===== config.mk =====
export PLATFORM = sky130hd
export DESIGN_NAME = mem_arbiter
export DESIGN_NICKNAME = d
export VERILOG_FILES = /design/src/rtl/mem_arbiter.sv
export SDC_FILE = /design/constraint.sdc
export NUM_CORES = 1
export LEC_CHECK = 0
export CAP_MARGIN = 20
export CELL_PAD_IN_SITES_DETAIL_PLACEMENT = 1
export CELL_PAD_IN_SITES_GLOBAL_PLACEMENT = 1
export CORE_ASPECT_RATIO = 1.4
export CORE_UTILIZATION = 12
export DETAILED_ROUTE_END_ITERATION = 12
export GPL_TIMING_DRIVEN = 1
export PLACE_DENSITY = 0.79
export SYNTH_ARGS = -nofsm -noshare
export SYNTH_HDL_FRONTEND = slang
export SYNTH_SLANG_ARGS = --single-unit

===== constraint.sdc =====
create_clock -name clk -period 2.4 [get_ports clk]
set_clock_uncertainty 0.2 [all_clocks]
set_input_delay 0.24 -clock clk [delete_from_list [all_inputs] [get_ports clk]]
set_output_delay 0.24 -clock clk [all_outputs]
set_load 0.02 [all_outputs]

===== src/rtl/mem_arbiter.sv =====
// N-port memory arbiter: round-robin request grant, in-order response routing via a tag FIFO.
// Define MEM_ARB_FIXED_PRIO_EN for strict fixed priority (lowest port index wins).
module mem_arbiter #(
    parameter int NUM_PORTS         = 2,
    parameter int ADDR_WIDTH        = 32,
    parameter int DATA_WIDTH        = 32,
    parameter int CMD_WIDTH         = 2,
    parameter int OUTSTANDING_DEPTH = 4
) (
    input  logic                             clk,
    input  logic                             reset,
    input  logic [NUM_PORTS-1:0]             i_req_valid,
    input  logic [NUM_PORTS*ADDR_WIDTH-1:0]  i_req_addr,
    input  logic [NUM_PORTS*CMD_WIDTH-1:0]   i_req_cmd,
    input  logic [NUM_PORTS*DATA_WIDTH-1:0]  i_req_data,
    output logic [NUM_PORTS-1:0]             o_req_ready,
    output logic [NUM_PORTS-1:0]             o_rsp_valid,
    output logic [DATA_WIDTH-1:0]            o_rsp_data,
    input  logic [NUM_PORTS-1:0]             i_rsp_ready,
    output logic                             o_mem_valid,
    output logic [ADDR_WIDTH-1:0]            o_mem_addr,
    output logic [CMD_WIDTH-1:0]             o_mem_cmd,
    output logic [DATA_WIDTH-1:0]            o_mem_data,
    input  logic                             i_mem_ready,
    input  logic                             i_mem_res_valid,
    input  logic [DATA_WIDTH-1:0]            i_mem_data,
    output logic                             o_mem_res_ready,
    output logic                             o_err_unexpected
);

    localparam int PW = (NUM_PORTS > 1) ? $clog2(NUM_PORTS) : 1;
    localparam int DW = $clog2(OUTSTANDING_DEPTH);
    localparam int CW = DW + 1;

    logic [PW-1:0] rr_ptr;
    logic [PW-1:0] tag_mem [OUTSTANDING_DEPTH];
    logic [DW-1:0] rd_ptr;
    logic [DW-1:0] wr_ptr;
    logic [CW-1:0] count;
    logic          err;

    logic [PW-1:0] winner;
    logic [PW-1:0] cand;
    logic [PW-1:0] head;
    logic          any_valid;
    logic          full;
    logic          empty;
    logic          grant_ok;
    logic          accept;
    logic          pop;

    assign full  = (count == CW'(OUTSTANDING_DEPTH));
    assign empty = (count == '0);
    assign head  = tag_mem[rd_ptr];

    // Rotating search starting at rr_ptr; rr_ptr is pinned to 0 in the fixed-priority build.
    always_comb begin
        any_valid = 1'b0;
        winner    = '0;
        cand      = '0;
        for (int i = 0; i < NUM_PORTS; i++) begin
            cand = PW'((int'(rr_ptr) + i) % NUM_PORTS);
            if (!any_valid && i_req_valid[cand]) begin
                any_valid = 1'b1;
                winner    = cand;
            end
        end
    end

    assign grant_ok    = !reset && any_valid && !full;
    assign o_mem_valid = grant_ok;
    assign accept      = grant_ok && i_mem_ready;
    assign o_mem_addr  = i_req_addr[int'(winner)*ADDR_WIDTH +: ADDR_WIDTH];
    assign o_mem_cmd   = i_req_cmd[int'(winner)*CMD_WIDTH +: CMD_WIDTH];
    assign o_mem_data  = i_req_data[int'(winner)*DATA_WIDTH +: DATA_WIDTH];

    assign o_rsp_data  = i_mem_data;
    assign pop         = !reset && i_mem_res_valid && !empty && i_rsp_ready[head];

    always_comb begin
        o_req_ready = '0;
        o_rsp_valid = '0;
        if (grant_ok) begin
            o_req_ready[winner] = i_mem_ready;
        end
        if (!reset && i_mem_res_valid && !empty) begin
            o_rsp_valid[head] = 1'b1;
        end
    end

    // Responses with nothing outstanding are swallowed so memory never stalls on them.
    assign o_mem_res_ready  = reset ? 1'b0 : (empty ? 1'b1 : i_rsp_ready[head]);
    assign o_err_unexpected = !reset && err;

    always_ff @(posedge clk) begin
        if (accept) begin
            tag_mem[wr_ptr] <= winner;
        end
    end

    always_ff @(posedge clk) begin
        if (reset) begin
            rd_ptr <= '0;
            wr_ptr <= '0;
            count  <= '0;
            err    <= 1'b0;
        end else begin
            if (accept) begin
                wr_ptr <= wr_ptr + DW'(1);
            end
            if (pop) begin
                rd_ptr <= rd_ptr + DW'(1);
            end
            unique case ({accept, pop})
                2'b10:   count <= count + CW'(1);
                2'b01:   count <= count - CW'(1);
                default: count <= count;
            endcase
            if (i_mem_res_valid && empty) begin
                err <= 1'b1;
            end
        end
    end

`ifdef MEM_ARB_FIXED_PRIO_EN
    assign rr_ptr = '0;
`else
    always_ff @(posedge clk) begin
        if (reset) begin
            rr_ptr <= '0;
        end else if (accept) begin
            rr_ptr <= (winner == PW'(NUM_PORTS - 1)) ? '0 : winner + PW'(1);
        end
    end
`endif

endmodule


==> results_dict.tcl, run 1 <==
set metrics [dict create \
    final-setup-viol-count 2 \
    worst-r2r-cell-count 9 \
    number_of_remaining_drc_errors 0 \
    largest_net_degree_at_the_start_of_global_routing 29 \
    antenna-diode-count 0 \
    row_cnt 52 \
    reg_clk_slew_reported_paths_ns 0.05 \
    finalCritPeriodShare_pct 107 \
    core-area_um2 14500 \
    final-instance-count-excl-fill 575 \
    worst-r2r-setup-slack_ns -0.17 \
    floorplan.die_area_um2 15400 \
    critical_path.cell_chain "mux4_2, mux2i_2, nor2_1, ha_2, inv_2, fa_2, xor2_1, or3_1, a21oi_1" \
    nFillCells 1686 \
    track_usage_pct 10.0 \
    path_max_fanout 2 \
    maxCapViolations 0 \
    hpwl_reported_at_the_end_of_detailed_placement_um 6860 \
    final_util_pct 27.9 \
    ant_nets 0 \
    synth-warning-count 0 \
    timing.final.hold_violations 0 \
    timing.rr.end "count[2]" \
    timing.max_slew.rel_slack_pct 69.9 \
    synth_cells 182 \
    nets 565 \
    post-route-worst-setup-slack_ns -0.166 \
    syn2layout_area_growth_pct 127 \
    r2r_start "tag_mem[3]" \
    overflow 0 \
    drt-initial-drc-count 14 \
    timing.hold.worst_path_depth 2 \
    timing.setup.critical_path_class "reg -> reg" \
    antenna_violations_before_repair 0 \
    cts.sink_count 15 \
    tritoncts "yes" \
    worst_ep_arrival_time_ns 2.54 \
    placement.setup.worst_slack_ns -0.239 \
    boundaryPins 277 \
    cp.required_ns 2.38 \
    synth_cell_types 28 \
    leakagePower_nw 1.65 \
    detailedRoute.firstPassIterationCount 3 \
    detailroute.via_count 2183 \
    route.detailed.wl_per_inst_um 14.9 \
    ctsHoldBuffers 0 \
    numPlacedInstances 559 \
    worst_setup_path_end_kind "flip-flop" \
    worstSkewPairLatency_ns 0.24 \
    crit_family "multiplexers" \
    initial_core_util_pct 12.3 \
    proportion_of_synthesized_chip_area_in_sequential_cells_pct 19.1 \
    gp_congestion 0.737 \
    post_route_cells_drive_above_1_share_pct 43.0 \
    ys_ff_latch 15 \
    grt_pass1_wl_um 12000 \
    failed_checks "setup timing" \
    synth_nets 360 \
    startpoint_type "flip-flop" \
    min-delay-start "err" \
    worst_setup_path_startpoint "tag_mem[3]" \
    power_density_nw_per_um2 339 \
    drt_wl_total_um 8570 \
    port-buffer-count 212 \
    syn_avg_cell_area_um2 9.80 \
    critical_path_buf_inv_count 1 \
    cts_buffers 3 \
    irDropWorstVdd_uv 164 \
    vias_in_the_first_global_route 2399 \
    crit_path_top_delay_cell "sky130_fd_sc_hd__mux4_2" \
    htreeDepth 1 \
    worst-slew-pin-transition_ns 0.446 \
    die_x_um 105 \
    maxClockFrequency_mhz 390 \
    cts_buffer_depth 2 \
    holdCritPathClass "reg -> reg" \
    syn_area_um2 1780 \
    rsz_0062_raised_after_global_routing "yes" \
    cts_root_buf "sky130_fd_sc_hd__clkbuf_16" \
    multi_input_comb_area_um2 1150 \
    finalCriticalPeriod_ns 2.57 \
    die_height_um 146 \
    vias_per_cell 3.80 \
    outcome "finished, violations left" \
    whs_endpoint "err" \
    crit_path_max_incr_delay_ns 0.51 \
    final-max-slew-violation-count 0 \
    layout.area.seq_um2 342 \
]
## final cells by class
class                      count  share of cell area [%]
clock buffer                   3                    1.85
timing repair buffer         240                    54.3
tap                          189                    5.84
multi-input combinational    116                    28.4
sequential                    15                    8.44
clock inverter                 1                   0.124
inverter                      11                    1.02
## worst max path at each step
stage                     end  slack, ns  depth (start not counted)
2_1_floorplan        count[2]      -0.16                          9
5_1_grt              count[2]      -0.28                          9
4_1_cts              count[2]      -0.20                          9
3_5_place_dp         count[2]      -0.24                          9
3_3_place_gp   o_mem_data[26]      -0.20                          6
6_report             count[2]      -0.17                          9
## report_power, final
group | switching (mW) | total, mW | internal [mW] | leakage, nW
clock | 0.101 | 0.323 | 0.222 | 0.0409
combinational | 0.319 | 0.768 | 0.449 | 1.48
sequential | 0.00951 | 0.280 | 0.270 | 0.127
total | 0.430 | 1.37 | 0.941 | 1.65
## cells in the final DEF (no fill, tap or decap), types with 3 or more instances in the layout
| cell | netlist | final |
|---|---|---|
| sky130_fd_sc_hd__ha_1 | 5 | 4 |
| sky130_fd_sc_hd__mux2_2 | 66 | 66 |
| sky130_fd_sc_hd__and2_1 | 4 | 4 |
| sky130_fd_sc_hd__inv_1 | 11 | 10 |
| sky130_fd_sc_hd__clkdlybuf4s50_1 | 0 | 141 |
| sky130_fd_sc_hd__a21oi_1 | 6 | 4 |
| sky130_fd_sc_hd__buf_4 | 32 | 21 |
| sky130_fd_sc_hd__nor2_1 | 12 | 11 |
| sky130_fd_sc_hd__edfxtp_1 | 4 | 4 |
| sky130_fd_sc_hd__dfxtp_1 | 11 | 10 |
| sky130_fd_sc_hd__clkbuf_16 | 0 | 6 |
| sky130_fd_sc_hd__or3_1 | 3 | 3 |
| sky130_fd_sc_hd__clkbuf_2 | 0 | 52 |
| sky130_fd_sc_hd__clkdlybuf4s15_1 | 0 | 16 |
| sky130_fd_sc_hd__buf_12 | 0 | 4 |
## worst register-to-register path, delay by kind of cell (launching register included)
kind | cells | cell delay [ns]
multiplexers | 2 | 0.69
AO/OA/AOI/OAI | 1 | 0.11
adder cells (fa/ha/maj) | 2 | 0.53
AND/OR/NAND/NOR | 2 | 0.42
XOR/XNOR | 1 | 0.15
flip-flops | 1 | 0.35
buffers and inverters | 1 | 0.04
## cells by family after synthesis
kind of cell / synth area share (%)
compound gates: 5.97
simple gates: 6.60
mux: 44.3
flops: 19.1
fa+ha+maj: 4.63
buf+inv: 18.0
xor+xnor: 1.47
## per-layer routing
layer / up-vias / track usage (%) / part of all wire [%]
met5: - / 0 / 0
met4: 0 / 4.23 / 2.7
met3: 26 / 2.37 / 8.1
met2: 151 / 21.8 / 58
met1: 992 / 8.07 / 32
li1: 1014 / - / -
## synthesized netlist by cell type, drive strengths merged
master / number / area (um^2)
mux2: 66 / 743
buf: 39 / 275
nor2: 12 / 45.0
dfxtp: 11 / 220
inv: 11 / 41.3
a21oi: 6 / 30.0
ha: 5 / 62.6
and2: 4 / 25.0
edfxtp: 4 / 120
o21ai: 4 / 23.8
nor2b: 3 / 18.8
or3: 3 / 18.8
mux2i: 2 / 23.8
xor2: 2 / 17.5
a2111oi: 1 / 27.5
a211oi: 1 / 7.51
clkbuf: 1 / 3.75
fa: 1 / 20.0
mux4: 1 / 22.5
nand3: 1 / 5.00
nor3: 1 / 5.00
o311ai: 1 / 8.76
o41ai: 1 / 8.76
xnor2: 1 / 8.76
## repair_timing
item,4_1_cts,5_1_grt
resized for setup,80,125
pin swaps,3,3
endpoints found under the setup margin,70,68
setup buffers,5,3
cloned,1,3
## stage by stage
stage / setup TNS, ns / area [um^2] / hold slack (ns) / power (mW)
final: -0.194 / 4050 / 0.255 / 1.37
after global routing: -0.462 / 4050 / 0.280 / 1.44
after CTS: -0.283 / 4090 / 0.263 / 1.36
after detailed placement: -13.01 / 4030 / 0.250 / 1.09
after global placement: -11.20 / 4030 / 0.247 / 1.07
after floorplan: -0.161 / 1780 / 0.177 / 0.684
Note: power is estimated with default switching activity, not from simulation.
==> run 2: changes to the inputs <==
--- a/config.mk
+++ b/config.mk
@@ -11,7 +11,6 @@
 export CORE_ASPECT_RATIO = 1.4
 export CORE_UTILIZATION = 12
 export DETAILED_ROUTE_END_ITERATION = 12
-export GPL_TIMING_DRIVEN = 1
 export PLACE_DENSITY = 0.79
 export SYNTH_ARGS = -nofsm -noshare
 export SYNTH_HDL_FRONTEND = slang
==> constraint.sdc (replaced) <==
create_clock -name clk -period 2.1 [get_ports clk]
set_clock_uncertainty 0.2 [all_clocks]
set_input_delay 0.21 -clock clk [delete_from_list [all_inputs] [get_ports clk]]
set_output_delay 0.21 -clock clk [all_outputs]
set_load 0.02 [all_outputs]
==> run 2 against run 1 <==
Net effect: the run still ends with setup timing left; first-iteration DRC count increased by 120%; register-to-register slack lost 0.36 ns; combinational power increased by 48%; clock power rose by 18%; sequential share of layout area fell by 1.1 points; flip-flop and latch count did not move; critical path depth unchanged; count of clock-buffer cells in the layout is the same; sequential power grew 14%; die area stayed put; via count grew 4.5%; largest power group unchanged.
==> results_dict.tcl, run 2 (synthesized netlist as in run 1, its figures left out) <==
set metrics [dict create \
    irDropWorstVdd_uv 200 \
    final_area_um2 4730 \
    grt_pass1_wl_um 15100 \
    rsz_0062_raised_after_global_routing "yes" \
    outcome "finished, violations left" \
    path_max_fanout 2 \
    post-route-worst-setup-slack_ns -0.522 \
    worst_hold_slack_ns 0.220 \
    largest_net_degree_at_the_start_of_global_routing 12 \
    finalCritPeriodShare_pct 125 \
    number_of_remaining_drc_errors 0 \
    numPlacedInstances 565 \
    timing.max_slew.rel_slack_pct 77.2 \
    antenna_violations_before_repair 0 \
    final-max-slew-violation-count 0 \
    reg_clk_slew_reported_paths_ns 0.05 \
    final-setup-viol-count 24 \
    placement.setup.worst_slack_ns -0.574 \
    syn2layout_area_growth_pct 165 \
    finalCriticalPeriod_ns 2.62 \
    worst-slew-pin-transition_ns 0.342 \
    hpwl_reported_at_the_end_of_detailed_placement_um 8690 \
    failed_checks "setup timing" \
    initial_core_util_pct 12.3 \
    floorplan.die_area_um2 15400 \
    cts_buffer_depth 2 \
    boundaryPins 277 \
    cts_root_buf "sky130_fd_sc_hd__clkbuf_16" \
    worst_setup_path_end_kind "flip-flop" \
    antenna-diode-count 0 \
    maxCapViolations 0 \
    route.detailed.wl_per_inst_um 18.2 \
    overflow 0 \
    layout.cells.most_common "sky130_fd_sc_hd__clkdlybuf4s50_1" \
    core-area_um2 14500 \
    timing.setup.critical_path_class "reg -> reg" \
    finalSetupTns_ns -1.45 \
    die_height_um 146 \
    nets 591 \
    drt_wl_total_um 10900 \
    htreeDepth 1 \
    leakagePower_nw 2.10 \
    die_x_um 105 \
    holdCritPathClass "in -> out" \
    row_cnt 52 \
    post_route_cells_drive_above_1_share_pct 51.9 \
    cts.sink_count 15 \
    final-instance-count-excl-fill 601 \
    vias_in_the_first_global_route 2560 \
    detailroute.via_count 2282 \
    cts_buffers 3 \
    worstSkewPairLatency_ns 0.25 \
    tritoncts "yes" \
    cp.required_ns 2.08 \
    port-buffer-count 212 \
    vias_per_cell 3.80 \
    detailedRoute.firstPassIterationCount 4 \
    final_util_pct 32.6 \
    timing.final.hold_violations 0 \
    gp_congestion 0.824 \
    maxClockFrequency_mhz 381 \
    placed_cell_area_um2 4050 \
    startpoint_type "flip-flop" \
    mostFrequentLayoutCells "138 x sky130_fd_sc_hd__clkdlybuf4s50_1, 54 x sky130_fd_sc_hd__buf_6, 42 x sky130_fd_sc_hd__mux2_4" \
    track_usage_pct 13.2 \
    ant_nets 0 \
    nFillCells 1628 \
    worst-r2r-cell-count 9 \
    power_density_nw_per_um2 389 \
    power.total_mw 1.84 \
    timing.hold.worst_path_depth 0 \
    worst_ep_arrival_time_ns 2.61 \
    drt-initial-drc-count 31 \
]
## run 2: cell count changes in the layout (fill, tap and decap cells not counted), moves of 12 or more
cell / delta
sky130_fd_sc_hd__mux2_2: -42
sky130_fd_sc_hd__clkbuf_2: -52
sky130_fd_sc_hd__buf_4: +12
sky130_fd_sc_hd__clkdlybuf4s15_1: -16
sky130_fd_sc_hd__mux2_4: +42
sky130_fd_sc_hd__buf_2: +22
sky130_fd_sc_hd__buf_6: +53
## run 2: layer usage
metal	GRT usage [%]	part of all wire, %	up-vias
li1	-	-	1060
met2	24.4	51	150
met5	0	0	-
met4	2.32	0.99	0
met1	14.8	38	1061
met3	4.24	9.5	11
## run 2: worst paths after layout
kind	from	to	slack (ns)
max	tag_mem[3]	count[2]	-0.52
min	i_mem_data[29]	o_rsp_data[29]	0.22
max reg2reg	tag_mem[3]	count[2]	-0.52
min reg2reg	err	err	0.29
## run 2: worst max-delay path, stage by stage, from the launching register on
cell,delay (ns)
sky130_fd_sc_hd__edfxtp_1,0.36
sky130_fd_sc_hd__mux4_2,0.51
sky130_fd_sc_hd__mux2i_2,0.18
sky130_fd_sc_hd__nor2_1,0.12
sky130_fd_sc_hd__ha_2,0.21
sky130_fd_sc_hd__inv_2,0.04
sky130_fd_sc_hd__fa_2,0.33
sky130_fd_sc_hd__xor2_1,0.15
sky130_fd_sc_hd__or3_1,0.32
sky130_fd_sc_hd__a21oi_2,0.12
## run 2: layout make-up
type                       count  area (um^2)  share of cell area, %
timing repair buffer         266         2680                   56.6
multi-input combinational    116         1350                   28.5
sequential                    15          345                   7.30
tap                          189          236                   5.00
clock buffer                   3         75.1                   1.59
inverter                      11         41.3                  0.872
clock inverter                 1         7.51                  0.159
## run 2: power by group
part	switching (mW)	internal (mW)
clock network	0.125	0.257
logic	0.446	0.695
registers	0.0104	0.309
## run 2: repair_timing
item	4_1_cts	5_1_grt
endpoints found under the setup margin	75	60
pin swaps	8	8
gates cloned	3	2
hold buffers	0	0
gates resized for setup	343	101
buffers inserted	22	11
